<file path="config.mk">
export PLATFORM = sky130hd
export DESIGN_NAME = clock_divider
export DESIGN_NICKNAME = d
export VERILOG_FILES = /design/src/rtl/clock_divider_pkg.sv /design/src/rtl/clkdiv_phase_counter.sv /design/src/rtl/clock_divider.sv
export SDC_FILE = /design/constraint.sdc
export NUM_CORES = 1
export LEC_CHECK = 0
export CORE_ASPECT_RATIO = 0.8
export CORE_UTILIZATION = 50
export CTS_BUF_LIST = sky130_fd_sc_hd__clkbuf_4 sky130_fd_sc_hd__clkbuf_8 sky130_fd_sc_hd__clkbuf_16
export DETAILED_ROUTE_END_ITERATION = 10
export GPL_ROUTABILITY_DRIVEN = 0
export HOLD_SLACK_MARGIN = 0.05
export PLACE_DENSITY = 0.71
export SETUP_SLACK_MARGIN = 0.3
export SLEW_MARGIN = 0
export SYNTH_ARGS = -nofsm -noshare
export SYNTH_HDL_FRONTEND = slang
export SYNTH_SLANG_ARGS = --single-unit
</file>
<file path="constraint.sdc">
create_clock -name clk_20 -period 13.05 [get_ports clk_20]
set_input_delay 1.9575 -clock clk_20 [delete_from_list [all_inputs] [get_ports clk_20]]
set_output_delay 1.9575 -clock clk_20 [all_outputs]
set_load 0.1 [all_outputs]
</file>
<file path="src/rtl/clock_divider_pkg.sv">
// Shared constants and phase encoding for the runtime-programmable clock divider.
// Holds no logic, so it adds no latency and has no backpressure behaviour.
package clock_divider_pkg;

    localparam int DIV_W_DEFAULT = 16;
    localparam int MIN_DIV       = 2;

    typedef enum logic {
        PH_LOW  = 1'b0,
        PH_HIGH = 1'b1
    } phase_e;

endpackage

</file>
<file path="src/rtl/clkdiv_phase_counter.sv">
// Low/high phase FSM with a per-phase cycle counter. boundary is combinational and marks the last enabled high cycle.
// No backpressure: i_en low freezes both the counter and the phase.
module clkdiv_phase_counter
    import clock_divider_pkg::*;
#(
    parameter int DIV_W = DIV_W_DEFAULT
) (
    input  logic             clk_20,
    input  logic             reset,
    input  logic             i_en,
    input  logic [DIV_W-1:0] i_len_low,
    input  logic [DIV_W-1:0] i_len_high,
    output logic             o_phase,
    output logic             o_phase_nxt,
    output logic             o_boundary
);

    phase_e           r_phase;
    logic [DIV_W-1:0] r_cnt;

    phase_e           w_phase_nxt;
    logic [DIV_W-1:0] w_cnt_nxt;
    logic [DIV_W-1:0] w_len_cur;
    logic             w_phase_end;

    always_ff @(posedge clk_20) begin
        if (reset) begin
            r_phase <= PH_LOW;
            r_cnt   <= '0;
        end else begin
            r_phase <= w_phase_nxt;
            r_cnt   <= w_cnt_nxt;
        end
    end

    // Lengths only change at a boundary, when the counter has just wrapped to 0,
    // so the >= compare never sees a counter beyond the active phase length.
    always_comb begin
        w_len_cur   = (r_phase == PH_LOW) ? i_len_low : i_len_high;
        w_phase_end = (r_cnt >= (w_len_cur - DIV_W'(1)));
        w_phase_nxt = r_phase;
        w_cnt_nxt   = r_cnt;
        if (i_en) begin
            if (w_phase_end) begin
                w_cnt_nxt   = '0;
                w_phase_nxt = (r_phase == PH_LOW) ? PH_HIGH : PH_LOW;
            end else begin
                w_cnt_nxt   = r_cnt + DIV_W'(1);
            end
        end
    end

    always_comb begin
        o_phase     = r_phase;
        o_phase_nxt = w_phase_nxt;
        o_boundary  = i_en && (r_phase == PH_HIGH) && w_phase_end;
    end

endmodule

</file>
<file path="src/rtl/clock_divider.sv">
// Divides clk_20 by a runtime ratio (clamped to >= 2); clk/ratio are flops, new ratios take effect at the period boundary.
// No backpressure: en low freezes the output. CLOCK_DIVIDER_TICK_EN adds a one-cycle tick on each clk rise.
module clock_divider
    import clock_divider_pkg::*;
#(
    parameter int DIV_W       = DIV_W_DEFAULT,
    parameter int DEFAULT_DIV = 2
) (
    input  logic             clk_20,
    input  logic             reset,
    input  logic             en,
    input  logic             div_load,
    input  logic [DIV_W-1:0] div_value,
    output logic             clk,
    output logic [DIV_W-1:0] ratio
`ifdef CLOCK_DIVIDER_TICK_EN
    ,
    output logic             tick
`endif
);

    localparam logic [DIV_W-1:0] MIN_RATIO   = DIV_W'(MIN_DIV);
    localparam logic [DIV_W-1:0] RESET_RATIO = (DEFAULT_DIV < MIN_DIV) ? MIN_RATIO : DIV_W'(DEFAULT_DIV);

    logic [DIV_W-1:0] r_ratio;
    logic [DIV_W-1:0] r_pend_val;
    logic             r_pend_vld;
    logic             r_clk;

    logic [DIV_W-1:0] w_value_clamped;
    logic [DIV_W-1:0] w_len_low;
    logic [DIV_W-1:0] w_len_high;
    logic             w_phase;
    logic             w_phase_nxt;
    logic             w_boundary;

    // Odd ratios put the extra cycle in the high phase.
    always_comb begin
        w_value_clamped = (div_value < MIN_RATIO) ? MIN_RATIO : div_value;
        w_len_low       = r_ratio >> 1;
        w_len_high      = r_ratio - w_len_low;
    end

    clkdiv_phase_counter #(
        .DIV_W (DIV_W)
    ) u_phase_counter (
        .clk_20      (clk_20),
        .reset       (reset),
        .i_en        (en),
        .i_len_low   (w_len_low),
        .i_len_high  (w_len_high),
        .o_phase     (w_phase),
        .o_phase_nxt (w_phase_nxt),
        .o_boundary  (w_boundary)
    );

    // A load landing on the boundary cycle wins over any older pending value.
    always_ff @(posedge clk_20) begin
        if (reset) begin
            r_ratio    <= RESET_RATIO;
            r_pend_val <= RESET_RATIO;
            r_pend_vld <= 1'b0;
        end else if (w_boundary) begin
            r_pend_vld <= 1'b0;
            if (div_load) begin
                r_ratio <= w_value_clamped;
            end else if (r_pend_vld) begin
                r_ratio <= r_pend_val;
            end
        end else if (div_load) begin
            r_pend_val <= w_value_clamped;
            r_pend_vld <= 1'b1;
        end
    end

    always_ff @(posedge clk_20) begin
        if (reset) begin
            r_clk <= 1'b0;
        end else if (en) begin
            r_clk <= (w_phase_nxt == PH_HIGH);
        end else begin
            r_clk <= (w_phase == PH_HIGH);
        end
    end

    assign clk   = r_clk;
    assign ratio = r_ratio;

`ifdef CLOCK_DIVIDER_TICK_EN
    logic r_tick;

    always_ff @(posedge clk_20) begin
        if (reset) begin
            r_tick <= 1'b0;
        end else begin
            r_tick <= en && (w_phase == PH_LOW) && (w_phase_nxt == PH_HIGH);
        end
    end

    assign tick = r_tick;
`else
    // Without the tick option the design carries no tick output or tick flop.
`endif

endmodule

</file>
-- Word-level counts from Yosys, hierarchy flattened
Index checks and enable logic that the tools add are counted.
- $add $sub $neg: 3
- order comparisons: 2
- muxes and demuxes: 9
- bitwise operators: 1
- reduce and logical (&&, ||, !) cells: 6
- operator list (kind ; number):
    16-bit two-way mux ; 5
    16-bit by 1-bit adder with 16-bit output, second input constant ; 1
    16-bit >= comparator ; 1
    16-bit by 2-bit less-than comparator with 1-bit output, second input constant ; 1
    16-bit by 1-bit subtractor with 16-bit output, second input constant ; 1
    16-bit by 15-bit subtractor with 16-bit output ; 1
    1-bit two-way mux ; 4
    2-bit AND reduction ; 2
    1-bit logical AND ; 2
    2-bit nonzero test ; 1
    2-bit OR reduction ; 1
    1-bit inverter ; 1
- register bits: 51
- input port bits: 20
- output and inout port bits: 17
- word-level logic and storage cells: 27

-- Logic depth before layout (Yosys ltp)
- depth after elaboration: 7
- mapped depth: 21
- gate-level depth less buffers: 20

-- Cells and area by module
Synthesis repeated with hierarchy kept, for this count alone.
- cells, all modules: 498
- area total of the unflattened synthesis: 4017.6 µm²
- modules (own cells, without submodules) (module ; times used ; cells an instance ; area an instance (µm²)):
    clock_divider ; 1 ; 292 ; 2319.7
    clkdiv_phase_counter ; 1 ; 206 ; 1697.9

-- Worst setup path after synthesis
Ideal clock, no wire load.
- path type: reg2reg
- start: register r_ratio[1], in the netlist ratio[1]
- end: register r_ratio[14], in the netlist ratio[14]
- library setup time: 0.086 ns
- arrival: 5.175 ns
- path slack: 7.790 ns
- cell stages (with the launch flop): 19
- path buffers: 1
- clock period less this slack: 5.260 ns
- cell sequence: dfxtp_1 -> ha_1 -> inv_1 -> fa_1 -> a211o_1 -> a21oi_2 -> o211ai_1 -> a2111oi_1 -> o311a_1 -> nand4_1 -> xor2_1 -> ha_1 -> nand2_1 -> nor4_1 -> o21ai_0 -> a2111oi_4 -> buf_2 -> nor2_1 -> a211oi_1
- word-level cells in the longest chain between the ends: 6
- RTL lines (what ; line ; RTL):
    from (decl) ; clock_divider.sv:25 ; logic [DIV_W-1:0] r_ratio;
    from (signal assigned) ; clock_divider.sv:66 ; r_ratio <= w_value_clamped;
    from (signal assigned) ; clock_divider.sv:68 ; r_ratio <= r_pend_val;
    16-bit by 15-bit subtractor with 16-bit output ; clock_divider.sv:41 ; w_len_high = r_ratio - w_len_low;
    16-bit two-way mux (*) ; clkdiv_phase_counter.sv:39 ; w_len_cur = (r_phase == PH_LOW) ? i_len_low : i_len_high;
    16-bit by 1-bit subtractor with 16-bit output (*) ; clkdiv_phase_counter.sv:40 ; w_phase_end = (r_cnt >= (w_len_cur - DIV_W'(1)));
    16-bit >= comparator (*) ; clkdiv_phase_counter.sv:40 ;
    1-bit logical AND (*) ; clkdiv_phase_counter.sv:56 ; o_boundary = i_en && (r_phase == PH_HIGH) && w_phase_end;
    2-bit AND reduction (no line) (*) ; -- ;
Mark *: on every way between the ends. The rest lies on a longest branch, timed or not.
A chain may end at the register's enable or synchronous reset.

-- Final worst setup path
- start: register r_ratio[1], in the netlist ratio[1]
- end: register r_pend_val[14]
- word-level cells in the longest chain between the ends: 7
- RTL lines (what ; line ; RTL):
    16-bit by 15-bit subtractor with 16-bit output ; clock_divider.sv:41 ;
    16-bit two-way mux (*) ; clkdiv_phase_counter.sv:39 ;
    16-bit by 1-bit subtractor with 16-bit output (*) ; clkdiv_phase_counter.sv:40 ;
    16-bit >= comparator (*) ; clkdiv_phase_counter.sv:40 ;
    1-bit logical AND (*) ; clkdiv_phase_counter.sv:56 ;
    1-bit inverter (no line) (*) ; -- ;
    2-bit AND reduction (no line) (*) ; -- ;
    to (signal assigned) ; clock_divider.sv:71 ; r_pend_val <= w_value_clamped;
    to (decl) ; clock_divider.sv:26 ; logic [DIV_W-1:0] r_pend_val;
Marks and branches as above.

==> out/metrics.cfg <==
[finish]
drive_gt1_share_pct = 6.24
synthToLayoutAreaGrowth_pct = 14.3
diodes = 0
nNetsFinal = 550
post-route-util_pct = 59.2
final_cells = 602
final_common_cell = nor2_1
layout_common_cells = 52 x nor2_1, 50 x dfxtp_1, 36 x clkdlybuf4s50_1

[timing]
hold_violations = 0
period_needed_ns = 5.42
final.setup.tns_ns = 0
fin_worst_skew_ns = 0.00992
tightestPinTransition_ns = 1.26
fmax_mhz = 185
fin_crit_sh_pct = 41.5
maxSlewHeadroom_pct = 15.4
timing.final.max_slew_violations = 0
setup_viol = 0
rsz0062_at_grt = false

[logic_synthesis]
synth_edf_count = 0
syn_area_per_cell_sq_um = 8.13
synthesis.nets = 525
async_flop_share_pct = 0
synth.distinct_cells = 60
synthesis.area_sq_mm = 0.00383
ys_ff_latch = 50
yosysWarnings = 0
ys_top_cells_by_area = dfxtp_1 26%, ha_1 11%, mux2i_1 5.7%, nor2_1 5.1%, xor2_1 4.8%
syn-instance-count = 471
synth-main-ff-cell = dfxtp_1
post-synth-top-area-fraction_pct = 26.1
yosys.area.top_type = dfxtp_1
ys_seq_area_share_pct = 26.1

[drt]
drtIter0Drc = 294
routedWlPerCell_um = 13.9
route.detailed.drc = 0
via_per_inst = 5.65
firstDrtPassIters = 5
wl_um = 8380
ant_nets = 0
vias = 3400

[clocking]
clk_pin_slew_ns = 0.10
cts_hold_buf = 0
numCtsBuffers = 5
clkLatencyLatePin_ns = 0.32
clk_path_buf_depth = 2
cts_sinks = 50
cts_root_buffer = clkbuf_8
cts_setup_buffers = 0
ctsHtreeMaxLevel = 2
cts_tree = built
cts_resized = 0

[min_path]
min_to = r_pend_val[6]
min_from = r_pend_val[6]
worstHoldPathCells = 2
min_path_type = reg -> reg

[global_routing]
globalRouteTotalUtil_pct = 21.8
grt_pass1_wl_um = 14000
antenna_found_initial = 0
grt_overflow = 0
grt_pass1_vias = 3053
grt_max_degree = 40

[setup_path]
path_class = reg -> reg
r2r_end = r_pend_val[14]
cp.required_ns = 13.30
crit_path_end_kind = register
ff2ff_setup_slack_ns = 7.63
r2r_cells = 18
critPathMaxFanout = 14
crit_path_start_kind = register
arrival_ns = 5.67
r2r_start = ratio[1]

[place]
dpl.cell_count = 594
dpl.hpwl_um = 6410
numPortBuffers = 36

[floorplan]
fp.dieW_um = 99.9
die-area_sq_mm = 0.00802
core-area_sq_mm = 0.00739
start_util_pct = 51.8
std_cell_rows = 28
die_y_um = 80.3
ios = 37

[run_status]
status = finished clean

[run]
drv_cap = 0

## synthesized netlist by cell type, types with 3 or more instances
cell and number:
a21oi_1 32, o21ai_0 23, o22ai_1 4, nand2b_1 6
nand4_1 8, ha_1 33, dfxtp_1 50, inv_1 21
buf_2 7, a211oi_1 15, a21o_1 9, and3_1 6
a31oi_1 3, nand3_1 30, nor2_1 52, nor4b_1 3
nor3_1 7, nand2_1 27, clkbuf_1 13, nor2b_1 3
nor4_1 4, mux2i_1 22, a211o_1 3, and2_1 3
xnor2_1 12, o21ai_1 4, xor2_1 21, o211ai_1 4
o21a_1 5
## final cells by class
class                   count  area [sq um]
repair buffers             40           390
multi-input cells         376          2650
clock buffers               5          68.8
fillers                   677          3010
inverters                  23          86.3
flip-flops and latches     50          1000
well taps                 105           131
clock inverters             3          47.5
## kinds of logic (layout without fill, tap and decap cells)
family / count (synthesis) / after routing / share of synthesized area [%]
and+or+nand+nor: 163 / 163 / 21.6
muxes: 24 / 24 / 6.34
AOI/OAI and AO/OA: 122 / 122 / 22.5
buffers and inverters: 45 / 71 / 4.64
adders and majority gates: 34 / 34 / 11.3
xor gates and xnor gates: 33 / 33 / 7.54
DFF: 50 / 50 / 26.1
## worst max path at each step
stage	from	to	slack, ns	cells after the start
final	ratio[1]	r_pend_val[14]	7.63	18
after global routing	ratio[1]	r_pend_val[12]	7.07	18
after CTS	ratio[1]	ratio[12]	7.64	18
after detailed placement	ratio[1]	ratio[12]	7.66	18
after global placement	ratio[1]	r_pend_val[2]	7.79	18
after floorplan	ratio[1]	ratio[14]	7.79	18
## per-layer routing
layer / global-route usage, % / part of all wire (%) / up-vias
met2: 35.3 / 44 / 76
met3: 4.18 / 4.6 / 11
met1: 29.6 / 50 / 1547
li1: - / - / 1766
met4: 5.88 / 1.4 / 0
met5: 0 / 0 / -
## per-stage QoR
step | setup slack [ns] | area (sq um) | hold slack [ns]
final | 7.63 | 4380 | 0.480
after global routing | 7.07 | 4380 | 0.500
after CTS | 7.64 | 4380 | 0.480
after detailed placement | 7.66 | 4260 | 0.466
after global placement | 7.79 | 4260 | 0.459
after floorplan | 7.79 | 3830 | 0.450
## worst max-delay path, stage by stage, from the launching register on
cell and delay [ns]:
dfxtp_1 0.46, ha_1 0.20, inv_1 0.05, fa_1 0.40
a211o_1 0.34, a21oi_1 0.21, o22ai_1 0.12, a211oi_1 0.39
and3_1 0.27, nand2_1 0.08, xnor2_1 0.15, ha_1 0.30
a21o_1 0.18, a21o_1 0.17, a2111oi_0 0.43, o31ai_1 0.20
o211ai_1 1.01, nand3_1 0.16, a21oi_1 0.20
## state kept, by name (all words and copies together), names as in the netlist, named ones only
register               cells
u_phase_counter.r_cnt     16
ratio                     16
r_pend_val                16
r_pend_vld                 1
Power is not shown: default switching activity piles up to over one toggle a cycle in this logic, so the estimate is an artifact.
==> RTL edit 1: new RTL, same settings <==
Add a define of `CLOCK_DIVIDER_TICK_EN`.
--- a/src/rtl/clock_divider.sv
+++ b/src/rtl/clock_divider.sv
@@ -1,5 +1,7 @@
 // Divides clk_20 by a runtime ratio (clamped to >= 2); clk/ratio are flops, new ratios take effect at the period boundary.
 // No backpressure: en low freezes the output. CLOCK_DIVIDER_TICK_EN adds a one-cycle tick on each clk rise.
+`define CLOCK_DIVIDER_TICK_EN
+
 module clock_divider
     import clock_divider_pkg::*;
 #(
Formal check against the unedited RTL (old outputs only; new: tick): equivalent (equiv_simple and equiv_induct, registers matched by name and starting in step).
==> RTL edit 1 against the unedited design <==
Cell area decreased by 0.46%; die area increased by 0.29%; sequential cell count grew 1; non-clock buffer count unchanged; highest routed layer unchanged; routed wire length is 1.7% higher; setup slack better by 0.34 ns; area after synthesis rose by 0.29%.
==> RTL edit 1: results (changes against the unedited design) <==
Global routing
  – Tot GR Track Use: 22.4% (+0.60 points)
  – Antenna violations before repair: 0 (unchanged)
  – First-pass GRT wire length: 14.3 mm (+2.1%)
  – Vias in the first global route: 3,024 (-0.95%)

Placed design
  – Placed inst area: 4270 um^2 (about the same)
  – Final HPWL DP: 6.57 mm (+2.5%)
  – IO Port Bufs: 37 (+2.8%)

Setup path
  – Flop2flop setup slack: 7.97 ns (+0.34 ns)
  – Max stage delay on crit path: 0.62 ns (-0.39 ns)
  – CP max FO: 17 (+3)
  – Max stage delay cell, worst path: a31oi_1
  – End of the critical path: r_pend_val[1]$_SDFFE_PP1P_

STA
  – Headroom to the max-slew limit: 26.6% (+11 points)
  – Skew final: 0.00892 ns (-0.00101 ns)

Routing
  – DR pass1 iterations: 4 (-1)
  – WL final: 8.53 mm (+1.7%)
  – Vias: 3,275 (-3.7%)
  – DRT iter0 DRCs: 149 (-49%)

Final layout
  – Layout cell share with drive strength beyond 1: 7.16% (+0.92 points)
  – Fillcell total: 693 (+2.4%)
  – Final net count: 542 (-1.5%)

Logic synthesis
  – Sequential area share after synthesis: 26.6% (+0.44 points)
  – Mapped Nets: 513 (-2.3%)
  – Main area contributors after synthesis: dfxtp_1, ha_1, mux2i_1, nor2_1, xnor2_1
  – Ys Warns: 0 (unchanged)
  – Post-synth top cells: nor2_1, dfxtp_1, ha_1, mux2i_1, inv_1
  – Post-synth cell types: 67 (+12%)

Power
  – P_leak: 1.78 nW
  – Combinational power: 903 uW

CTS
  – Clock insertion delay at the later pin of the skew report: 0.31 ns
  – PostCTS Resize Cnt: 0 (unchanged)
  – Hold buffers post-CTS: 0 (unchanged)
  – Clk root buf: clkbuf_8

Run status
  – Outcome: finished, final reports clean
-- RTL edit 1: changes by cell type after synthesis, sizes merged, moves of 4 or more --
cell / unedited run / this run
nor2: 52 / 76
nand3: 30 / 14
xnor2: 12 / 19
a2111oi: 5 / 0
mux2i: 22 / 34
o22ai: 4 / 0
a21oi: 33 / 23
xor2: 21 / 16
o21ai: 27 / 10
-- RTL edit 1: cell families after synthesis --
group / count (synthesis) / synth area share (%)
and+or+nand+nor: 170 / 21.8
AOI/OAI and AO/OA: 90 / 17.5
DFF: 51 / 26.6
buffers and inverters: 44 / 5.41
xor gates and xnor gates: 35 / 7.98
muxes: 35 / 9.48
adders and majority gates: 34 / 11.3
-- RTL edit 1: tightest hold or removal path: cells and delay by family, from the launching register on --
kind / cells / cell delay, ns
flops: 1 / 0.34
mux: 1 / 0.07
simple gates: 1 / 0.07
-- RTL edit 1: final cells by class --
| class | count | area share (%) |
|---|---|---|
| Timing Repair Buffer | 40 | 9.02 |
| Sequential cell | 51 | 23.4 |
| Clock inverter | 3 | 0.546 |
| Inverter | 26 | 2.24 |
| Clock buffer | 5 | 1.58 |
| Tap cell | 105 | 3.01 |
| Multi-Input combinational cell | 364 | 60.2 |
-- RTL edit 1: worst min path at each step --
stage / start / end / slack, ns / cells after the start
floorplan: r_pend_val[10]$_SDFFE_PP0P_ / r_pend_val[10]$_SDFFE_PP0P_ / 0.46 / 2
global placement: r_pend_val[15]$_SDFFE_PP0P_ / r_pend_val[15]$_SDFFE_PP0P_ / 0.47 / 2
detailed placement: r_pend_val[10]$_SDFFE_PP0P_ / r_pend_val[10]$_SDFFE_PP0P_ / 0.49 / 2
CTS: r_pend_val[10]$_SDFFE_PP0P_ / r_pend_val[10]$_SDFFE_PP0P_ / 0.51 / 2
global route: r_pend_val[5]$_SDFFE_PP0P_ / r_pend_val[5]$_SDFFE_PP0P_ / 0.54 / 2
finish: r_pend_val[15]$_SDFFE_PP0P_ / r_pend_val[15]$_SDFFE_PP0P_ / 0.50 / 2
-- RTL edit 1: per-stage QoR --
step                      worst slack (ns)  util [%]  cells  hold WS (ns)
after global routing                  7.43      58.7    594         0.536
after detailed placement              7.98      57.4    586         0.486
after global placement                8.21      57.4    586         0.474
after floorplan                       7.95         -    459         0.463
final                                 7.97      58.7    594         0.505
after CTS                             7.96      58.7    594         0.511
-- RTL edit 1: routing by layer --
layer / GRT usage [%] / up-vias / part of all wire (%)
met5: 0 / - / 0
met4: 4.78 / 0 / 0.75
met3: 3.31 / 5 / 3.3
met2: 37.4 / 51 / 46
met1: 30.7 / 1524 / 50
li1: - / 1695 / -
==> RTL edit 2: new RTL, same flow settings <==
Without the edit above. Add an input register stage for `div_value`, with the module's reset; this delays it by one clock. The other inputs are not delayed to match.
--- a/src/rtl/clock_divider.sv
+++ b/src/rtl/clock_divider.sv
@@ -22,6 +22,16 @@
     localparam logic [DIV_W-1:0] MIN_RATIO   = DIV_W'(MIN_DIV);
     localparam logic [DIV_W-1:0] RESET_RATIO = (DEFAULT_DIV < MIN_DIV) ? MIN_RATIO : DIV_W'(DEFAULT_DIV);
 
+    logic [DIV_W-1:0] div_value_q;
+
+    always_ff @(posedge clk_20) begin
+        if (reset) begin
+            div_value_q <= '0;
+        end else begin
+            div_value_q <= div_value;
+        end
+    end
+
     logic [DIV_W-1:0] r_ratio;
     logic [DIV_W-1:0] r_pend_val;
     logic             r_pend_vld;
@@ -36,7 +46,7 @@
 
     // Odd ratios put the extra cycle in the high phase.
     always_comb begin
-        w_value_clamped = (div_value < MIN_RATIO) ? MIN_RATIO : div_value;
+        w_value_clamped = (div_value_q < MIN_RATIO) ? MIN_RATIO : div_value_q;
         w_len_low       = r_ratio >> 1;
         w_len_high      = r_ratio - w_len_low;
     end
Formal check against the unedited RTL: not equivalent (Yosys sat finds a counterexample within 4 cycles, from zero or initial values and one cycle with reset high).
==> RTL edit 2 against the unedited design <==
Setup slack lost 0.0023 ns; cell area is 12% higher; area after synthesis rose by 11%; routed wire length up 9.6%; sequential share of layout area rose by 4.1 points; utilization increased by 1.4 points; die area up 11%; sequential cell count grew 16; critical endpoint is now r_pend_val[5]$_SDFFE_PP0P_.
Power is not shown: default switching activity piles up to over one toggle a cycle in this logic, so the estimate is an artifact.
==> RTL edit 2: results (changes against the unedited design) <==
Run status
  – Outcome: finished, final reports clean

Final layout
  – Fraction of area in non-clock buffers: 7.86% (-1.1 points)
  – Area occupied by multi-input gates: 2750 um^2 (+3.8%)
  – Layout cell share with drive strength beyond 1: 7.45% (+1.2 points)
  – Finished Layout Cells: 645 (+7.1%)
  – Sequential cell area share: 26.9% (+4.1 points)
  – Clock network area share: 4.54% (+1.9 points)
  – Clkbuf count: 10 (+5)
  – Seq_cells: 66 (+32%)
  – Final net count: 586 (+6.5%)

Logic synthesis
  – Sequential area share after synthesis: 31.0% (+4.9 points)
  – Post-synth top cells: dfxtp_1, nor2_1, ha_1
  – Avg Inst Size Synth: 8.43 um^2 (+3.7%)
  – Main area contributors after synthesis: dfxtp_1, ha_1, mux2i_1, nor2_1, xor2_1

Global routing
  – Largest net degree at the start of global routing: 56 (+40%)
  – GRT met2 Usage: 35.3% (+0.037 points)

STA
  – Worst Tran Pin Value: 1.00 ns (-0.259 ns)
  – Skew final: 0.0157 ns (+0.00583 ns)

Setup path
  – Max stage delay on crit path: 0.91 ns (-0.10 ns)
  – Max stage delay cell, worst path: a211oi_2
  – Critical Path AT: 5.69 ns (+0.02 ns)

Floorplan
  – Row count: 29 (+3.6%)

CTS
  – CTS Buf Count: 9 (+4)
  – Worst-path clk slew: 0.08 ns (-0.02 ns)

Routing
  – DRT iter0 DRCs: 271 (-7.8%)
  – DRT met1 WL: 4.41 mm (+4.4%)

Placed design
  – Placed inst area: 4680 um^2 (+9.8%)
  – Setup WS pre-CTS: 7.72 ns (+0.0599 ns)
  – Final HPWL DP: 6.73 mm (+5.1%)
-- RTL edit 2: cells by family (layout without fill, tap and decap cells) --
| kind of cell | after synthesis | after routing | share of synthesized area (%) |
|---|---|---|---|
| and+or+nand+nor | 179 | 179 | 21.8 |
| AOI/OAI and AO/OA | 122 | 122 | 20.2 |
| DFF | 66 | 66 | 31.0 |
| buffers and inverters | 47 | 79 | 4.35 |
| adders and majority gates | 34 | 34 | 10.2 |
| xor gates and xnor gates | 33 | 33 | 6.79 |
| muxes | 24 | 24 | 5.70 |
-- RTL edit 2: final timing paths --
check	startpoint	end	slack (ns)
hold reg to reg	r_pend_val[12]$_SDFFE_PP0P_	r_pend_val[12]$_SDFFE_PP0P_	0.48
hold / removal	r_pend_val[12]$_SDFFE_PP0P_	r_pend_val[12]$_SDFFE_PP0P_	0.48
setup / recovery	ratio[1]$_SDFFE_PP1P_	r_pend_val[5]$_SDFFE_PP0P_	7.63
setup reg to reg	ratio[1]$_SDFFE_PP1P_	r_pend_val[5]$_SDFFE_PP0P_	7.63
